--- config.mk ---
export PLATFORM = sky130hd
export DESIGN_NAME = mem_ctrl
export DESIGN_NICKNAME = d
export VERILOG_FILES = /design/src/rtl/mem_ctrl.sv
export SDC_FILE = /design/constraint.sdc
export NUM_CORES = 1
export LEC_CHECK = 0
export CAP_MARGIN = 5
export CORE_MARGIN = 2
export CORE_UTILIZATION = 30
export DETAILED_ROUTE_END_ITERATION = 10
export PLACE_DENSITY = 0.61
export SYNTH_ARGS = -nofsm -noshare
export SYNTH_HDL_FRONTEND = slang
export SYNTH_SLANG_ARGS = --single-unit
--- constraint.sdc ---
create_clock -name clk -period 10.5 [get_ports clk]
set_input_delay 1.575 -clock clk [delete_from_list [all_inputs] [get_ports clk]]
set_output_delay 1.575 -clock clk [all_outputs]
set_load 0.005 [all_outputs]
--- src/rtl/mem_ctrl.sv ---
// Shares one byte-wide RAM port between instruction fetch (IC) and the store/load buffer (SLB).
// Keeps one pending slot per side, grants round-robin, and runs each access byte-serially.
module mem_ctrl #(
  parameter int unsigned ADDR_W = 32,
  parameter int unsigned NICK_W = 4
) (
  input  logic              clk,
  input  logic              rst,
  input  logic              rdy,
  input  logic              clr,
  input  logic              iIC_en,
  input  logic [ADDR_W-1:0] iIC_addr,
  output logic              oIC_en,
  output logic [31:0]       oIC_dt,
  output logic              oIC_busy,
  input  logic              iSLB_en,
  input  logic              iSLB_ls,
  input  logic [NICK_W-1:0] iSLB_nick,
  input  logic [1:0]        iSLB_len,
  input  logic              iSLB_sext,
  input  logic [ADDR_W-1:0] iSLB_addr,
  input  logic [31:0]       iSLB_dt,
  output logic              oSLB_en,
  output logic [NICK_W-1:0] oSLB_nick,
  output logic [31:0]       oSLB_dt,
  output logic              oSLB_busy,
  input  logic [7:0]        mem_din,
  output logic [7:0]        mem_dout,
  output logic [ADDR_W-1:0] mem_a,
  output logic              mem_wr
);

  typedef enum logic [1:0] {StIdle, StRead, StWrite} state_e;

  state_e              state_q;
  logic [2:0]          step_q;
  logic                serve_ic_q;
  logic                last_ic_q;
  logic                wr_q;
  logic [31:0]         buf_q;

  logic                ic_busy_q;
  logic [ADDR_W-1:0]   ic_addr_q;

  logic                slb_busy_q;
  logic                slb_ls_q;
  logic                slb_sext_q;
  logic [1:0]          slb_len_q;
  logic [NICK_W-1:0]   slb_nick_q;
  logic [ADDR_W-1:0]   slb_addr_q;
  logic [31:0]         slb_dt_q;

  logic [2:0]          cur_n;
  logic [ADDR_W-1:0]   cur_base;
  logic [ADDR_W-1:0]   nxt_addr;
  logic                active;
  logic                more_bytes;
  logic                rd_done;
  logic                wr_done;
  logic                abort;
  logic                release_acc;
  logic                free;
  logic                ic_acc;
  logic                slb_acc;
  logic                ic_cand;
  logic                slb_cand;
  logic                grant;
  logic                pick_ic;
  logic                g_store;
  logic [ADDR_W-1:0]   g_addr;
  logic [31:0]         g_dt;
  logic [1:0]          rd_idx;
  logic [1:0]          wr_idx;
  logic [31:0]         rd_word;
  logic [31:0]         rd_fmt;
  logic [7:0]          wr_byte;

  function automatic logic [2:0] nbytes(input logic [1:0] len);
    return (len == 2'd0) ? 3'd1 : (len == 2'd1) ? 3'd2 : 3'd4;
  endfunction

  always_comb begin
    cur_n       = serve_ic_q ? 3'd4 : nbytes(slb_len_q);
    cur_base    = serve_ic_q ? ic_addr_q : slb_addr_q;
    nxt_addr    = cur_base + ADDR_W'(step_q + 3'd1);
    active      = (state_q != StIdle);
    more_bytes  = ((step_q + 3'd1) < cur_n);
    rd_done     = (state_q == StRead) && (step_q == cur_n);
    wr_done     = (state_q == StWrite) && !more_bytes;
    abort       = (state_q == StRead) && clr;
    release_acc = rd_done || wr_done || abort;
    // The slot finishing this edge can hand the port straight to the next request.
    free        = !active || release_acc;

    ic_acc   = iIC_en && !ic_busy_q && !clr;
    slb_acc  = iSLB_en && !slb_busy_q && !(clr && !iSLB_ls);
    ic_cand  = (ic_busy_q && !clr && !(active && serve_ic_q)) || ic_acc;
    slb_cand = (slb_busy_q && !(clr && !slb_ls_q) && !(active && !serve_ic_q)) || slb_acc;
    grant    = free && (ic_cand || slb_cand);
    pick_ic  = ic_cand && !(slb_cand && last_ic_q);

    g_store = !pick_ic && (slb_busy_q ? slb_ls_q : iSLB_ls);
    g_dt    = slb_busy_q ? slb_dt_q : iSLB_dt;
    if (pick_ic) g_addr = ic_busy_q ? ic_addr_q : iIC_addr;
    else         g_addr = slb_busy_q ? slb_addr_q : iSLB_addr;

    // Data on mem_din belongs to the address driven one cycle earlier.
    rd_idx  = step_q[1:0] - 2'd1;
    rd_word = buf_q;
    rd_word[8*rd_idx +: 8] = mem_din;
    case (cur_n)
      3'd1:    rd_fmt = {{24{slb_sext_q & rd_word[7]}}, rd_word[7:0]};
      3'd2:    rd_fmt = {{16{slb_sext_q & rd_word[15]}}, rd_word[15:0]};
      default: rd_fmt = rd_word;
    endcase

    wr_idx  = step_q[1:0] + 2'd1;
    wr_byte = slb_dt_q[8*wr_idx +: 8];
  end

  always_ff @(posedge clk or posedge rst) begin
    if (rst) begin
      state_q    <= StIdle;
      step_q     <= '0;
      serve_ic_q <= 1'b0;
      last_ic_q  <= 1'b1;
      wr_q       <= 1'b0;
      buf_q      <= '0;
      ic_busy_q  <= 1'b0;
      ic_addr_q  <= '0;
      slb_busy_q <= 1'b0;
      slb_ls_q   <= 1'b0;
      slb_sext_q <= 1'b0;
      slb_len_q  <= '0;
      slb_nick_q <= '0;
      slb_addr_q <= '0;
      slb_dt_q   <= '0;
      mem_a      <= '0;
      mem_dout   <= '0;
      oIC_en     <= 1'b0;
      oIC_dt     <= '0;
      oSLB_en    <= 1'b0;
      oSLB_dt    <= '0;
      oSLB_nick  <= '0;
    end else if (rdy) begin
      oIC_en  <= 1'b0;
      oSLB_en <= 1'b0;

      if (ic_acc) begin
        ic_busy_q <= 1'b1;
        ic_addr_q <= iIC_addr;
      end else if (clr || (release_acc && serve_ic_q)) begin
        ic_busy_q <= 1'b0;
      end

      if (slb_acc) begin
        slb_busy_q <= 1'b1;
        slb_ls_q   <= iSLB_ls;
        slb_sext_q <= iSLB_sext;
        slb_len_q  <= iSLB_len;
        slb_nick_q <= iSLB_nick;
        slb_addr_q <= iSLB_addr;
        slb_dt_q   <= iSLB_dt;
      end else if ((release_acc && !serve_ic_q) || (clr && !slb_ls_q)) begin
        slb_busy_q <= 1'b0;
      end

      case (state_q)
        StRead: begin
          if (abort) begin
            state_q <= StIdle;
          end else begin
            if (more_bytes) mem_a <= nxt_addr;
            if (step_q != 3'd0) buf_q <= rd_word;
            step_q <= step_q + 3'd1;
            if (rd_done) begin
              state_q <= StIdle;
              if (serve_ic_q) begin
                oIC_en <= 1'b1;
                oIC_dt <= rd_word;
              end else begin
                oSLB_en   <= 1'b1;
                oSLB_dt   <= rd_fmt;
                oSLB_nick <= slb_nick_q;
              end
            end
          end
        end
        StWrite: begin
          if (wr_done) begin
            wr_q    <= 1'b0;
            state_q <= StIdle;
          end else begin
            mem_a    <= nxt_addr;
            mem_dout <= wr_byte;
            step_q   <= step_q + 3'd1;
          end
        end
        default: ;
      endcase

      if (grant) begin
        state_q    <= g_store ? StWrite : StRead;
        step_q     <= '0;
        serve_ic_q <= pick_ic;
        last_ic_q  <= pick_ic;
        mem_a      <= g_addr;
        buf_q      <= '0;
        if (g_store) begin
          mem_dout <= g_dt[7:0];
          wr_q     <= 1'b1;
        end
      end
    end
  end

  assign oIC_busy  = ic_busy_q;
  assign oSLB_busy = slb_busy_q;
  assign mem_wr    = wr_q & rdy;

endmodule

==> impl_metrics.tcl <==
set metrics [dict create \
    fmax_mhz 212 \
    p_sw_mw 1.81 \
    finalCritPeriodShare_pct 44.9 \
    cts_sinks 256 \
    nets 1574 \
    worst_r2r_endpoint "oSLB_dt[24]" \
    status "complete, no violations" \
    hold_end "oSLB_nick[1]" \
    worstHoldStart "slb_nick_q[1]" \
    synth_area_mm2 0.0133 \
    final.setup.tns_ps 0 \
    hold_depth 2 \
    pwr-share-comb_pct 42.6 \
    tritoncts "done" \
    numCtsBuffers 31 \
    relSlewSlack_pct 23.7 \
    finalSetupViolCount 0 \
    rsz0062_at_grt "no" \
    vias 10261 \
    grt_pass1_wl_um 60300 \
    grt_pass1_vias 10325 \
    hold_viol_final 0 \
    async_flop_share_pct 100 \
    synth_nets 1376 \
    initial_core_util_pct 30.3 \
    post_cts_resized 0 \
    seqPwrFrac_pct 34.5 \
    synth_area_per_cell_um2 10.7 \
    drtIter0Drc 554 \
    globalplace.congestion 0.759 \
    gr-total-overflow 0 \
    tightestPinTransition_ps 1140 \
    wl_per_cell_um 18.6 \
    viasPerCell 4.98 \
    post-cts-setup-buffers 0 \
    path_max_fanout 15 \
    fin_skew_ps 13.2 \
    clk_pin_slew_ps 60 \
    ff2ff_path_depth 9 \
    internal_power_mw 2.98 \
    clk_root_buffer_cell "clkbuf_16" \
    grt_usage_pct 16.4 \
    cts_max_level 1 \
    cp_data_arrival_time_ps 3140 \
    cts-hold-fix-buffers 0 \
    maxCapViolCount 0 \
    detail-route-antenna-nets 0 \
    pwr-share-clk_pct 22.9 \
    yosysUniqueCellTypes 62 \
    fp.dieH_um 215 \
    r2r-start "step_q[0]" \
    hold_path.class "register to register" \
    crit_start "rdy" \
    io_buffer_count 230 \
    grt_max_degree 126 \
    syn_to_final_growth_pct 29.3 \
    place.detailed.hpwl_um 26000 \
    netSwitchingFraction_pct 37.8 \
    row_count 77 \
    io_pins 231 \
    yosysSeqAreaShare_pct 48.2 \
    cts_buffer_depth 3 \
    rrSetupSlack_ps 6070 \
    dieArea_mm2 0.0460 \
    drc 0 \
    fin_crit_ps 4720 \
    end_kind "output pin" \
    maxSlewViolCount 0 \
    die_w_um 215 \
    drt_wl_total_um 38300 \
    synth_edf_count 0 \
    power_density_mw_per_mm2 278 \
    firstDrtPassIters 5 \
    synth_warnings 0 \
    synth-seq-cells 256 \
    synth_cells 1246 \
    power_mw 4.78 \
    core_mm2 0.0439 \
    antenna_found_initial 3 \
    clock_latency_ps 590 \
    vdd_ir_drop_max_v 0.000148 \
    final_core_util_pct 39.1 \
    power_leakage_nw 6.91 \
    layout-drive-gt1-share_pct 16.3 \
    synth_flop_cell "dfrtp_1" \
    cp-start-kind "input pin" \
    required_ps 8930 \
    path_class "input pin to output pin" \
]
Yosys cell counts (8+ instances only):
| cell type | count | area [µm²] |
|---|---|---|
| dfrtp_1 | 255 | 6380 |
| nand2_1 | 137 | 514 |
| mux2_2 | 107 | 1200 |
| a21oi_1 | 84 | 420 |
| mux2i_1 | 72 | 721 |
| nor2b_1 | 71 | 444 |
| nor2_1 | 59 | 221 |
| clkbuf_1 | 55 | 206 |
| o21ai_0 | 53 | 265 |
| a211oi_1 | 48 | 360 |
| a211oi_2 | 30 | 375 |
| o21ai_1 | 30 | 150 |
| o31ai_1 | 20 | 150 |
| buf_2 | 19 | 95.1 |
| xnor2_1 | 18 | 158 |
| o22a_1 | 16 | 140 |
| inv_1 | 14 | 52.6 |
| xor2_1 | 14 | 123 |
| nor3_1 | 12 | 60.1 |
| a21o_1 | 11 | 82.6 |
| ha_1 | 11 | 138 |
| nand2b_1 | 9 | 56.3 |
| a221o_1 | 8 | 80.1 |
| a22oi_1 | 8 | 60.1 |
| mux4_2 | 8 | 180 |
| nand4_1 | 8 | 50.1 |
flip-flops by register name, summed over array words and instances, names as in the netlist, 2 cells and up:
signal	cells
slb_dt_q	32
oSLB_dt	32
mem_dout	8
slb_addr_q	32
step_q	3
oIC_dt	32
slb_len_q	2
oSLB_nick	4
mem_a	32
ic_addr_q	32
state_q	2
buf_q	32
slb_nick_q	4
cell type report:
cell class	count	area [µm²]
multi-input cells	892	6480
flip-flops and latches	256	6410
well taps	592	741
clock inverters	18	203
clock buffers	38	842
diodes	2	5.00
repair buffers	249	2440
inverters	14	60.1
fillers	4338	26700
critical path, stage by stage:
cell and delay [ps]:
clkdlybuf4s50_1 860, and2_1 210, clkdlybuf4s50_1 500
power by group through the flow:
stage	Sequential [mW]	Combinational (mW)	Clock, mW
6_report	1.65	2.04	1.09
4_1_cts	1.65	2.06	1.13
3_5_place_dp	1.67	2.05	0
5_1_grt	1.70	2.24	1.17
3_3_place_gp	1.65	2.02	0
2_1_floorplan	1.56	1.44	0
stage by stage:
step	cell area, µm²	instances	worst slack (ps)	hold slack [ps]
final	17200	2061	5780	468
after global routing	17200	2061	5680	488
after detailed placement	16100	2003	5770	451
after floorplan	13300	1246	1880	435
after CTS	17200	2059	5770	465
after global placement	16100	2003	5800	444
how the worst max path moves through the flow:
| stage | endpoint | slack [ps] | cells after the start |
|---|---|---|---|
| after floorplan | buf_q[0] | 1880 | 1 |
| after global placement | mem_wr | 5800 | 3 |
| after detailed placement | mem_wr | 5770 | 3 |
| after CTS | mem_wr | 5770 | 3 |
| after global routing | oSLB_dt[24] | 5680 | 9 |
| final | mem_wr | 5780 | 3 |
cell usage in the layout, fill, tap and decap left out, types with 7 or more instances in the layout:
cell	count
clkinv_2	7
mux2i_1	72
ha_1	11
nor3_1	11
xnor2_1	18
xor2_1	14
nor2b_1	71
clkbuf_16	31
a211oi_2	30
nor2_1	59
nand2_1	135
inv_1	13
a21o_1	11
nand2b_1	9
nand4_1	8
mux4_2	8
o22a_1	16
dfrtp_1	252
clkdlybuf4s50_1	230
mux2_2	107
a221o_1	8
a22oi_1	8
a21oi_1	84
o21ai_1	29
o31ai_1	20
o21ai_0	53
buf_4	19
a211oi_1	48
cell families after synthesis:
family / share of synthesized area [%]
adders and majority gates: 1.19
buffers and inverters: 3.28
and+or+nand+nor: 12.2
AOI/OAI and AO/OA: 17.2
muxes: 15.8
xor gates and xnor gates: 2.11
DFF: 48.2
layer usage:
layer | vias to the layer above | wire (µm) | track usage (%)
met2 | 229 | 18600 | 27.9
met3 | 56 | 1950 | 3.13
li1 | 4888 | - | -
met1 | 5086 | 16800 | 21.2
met5 | - | 10 | 0
met4 | 2 | 881 | 4.79
Note: power is estimated with default switching activity, not from simulation.
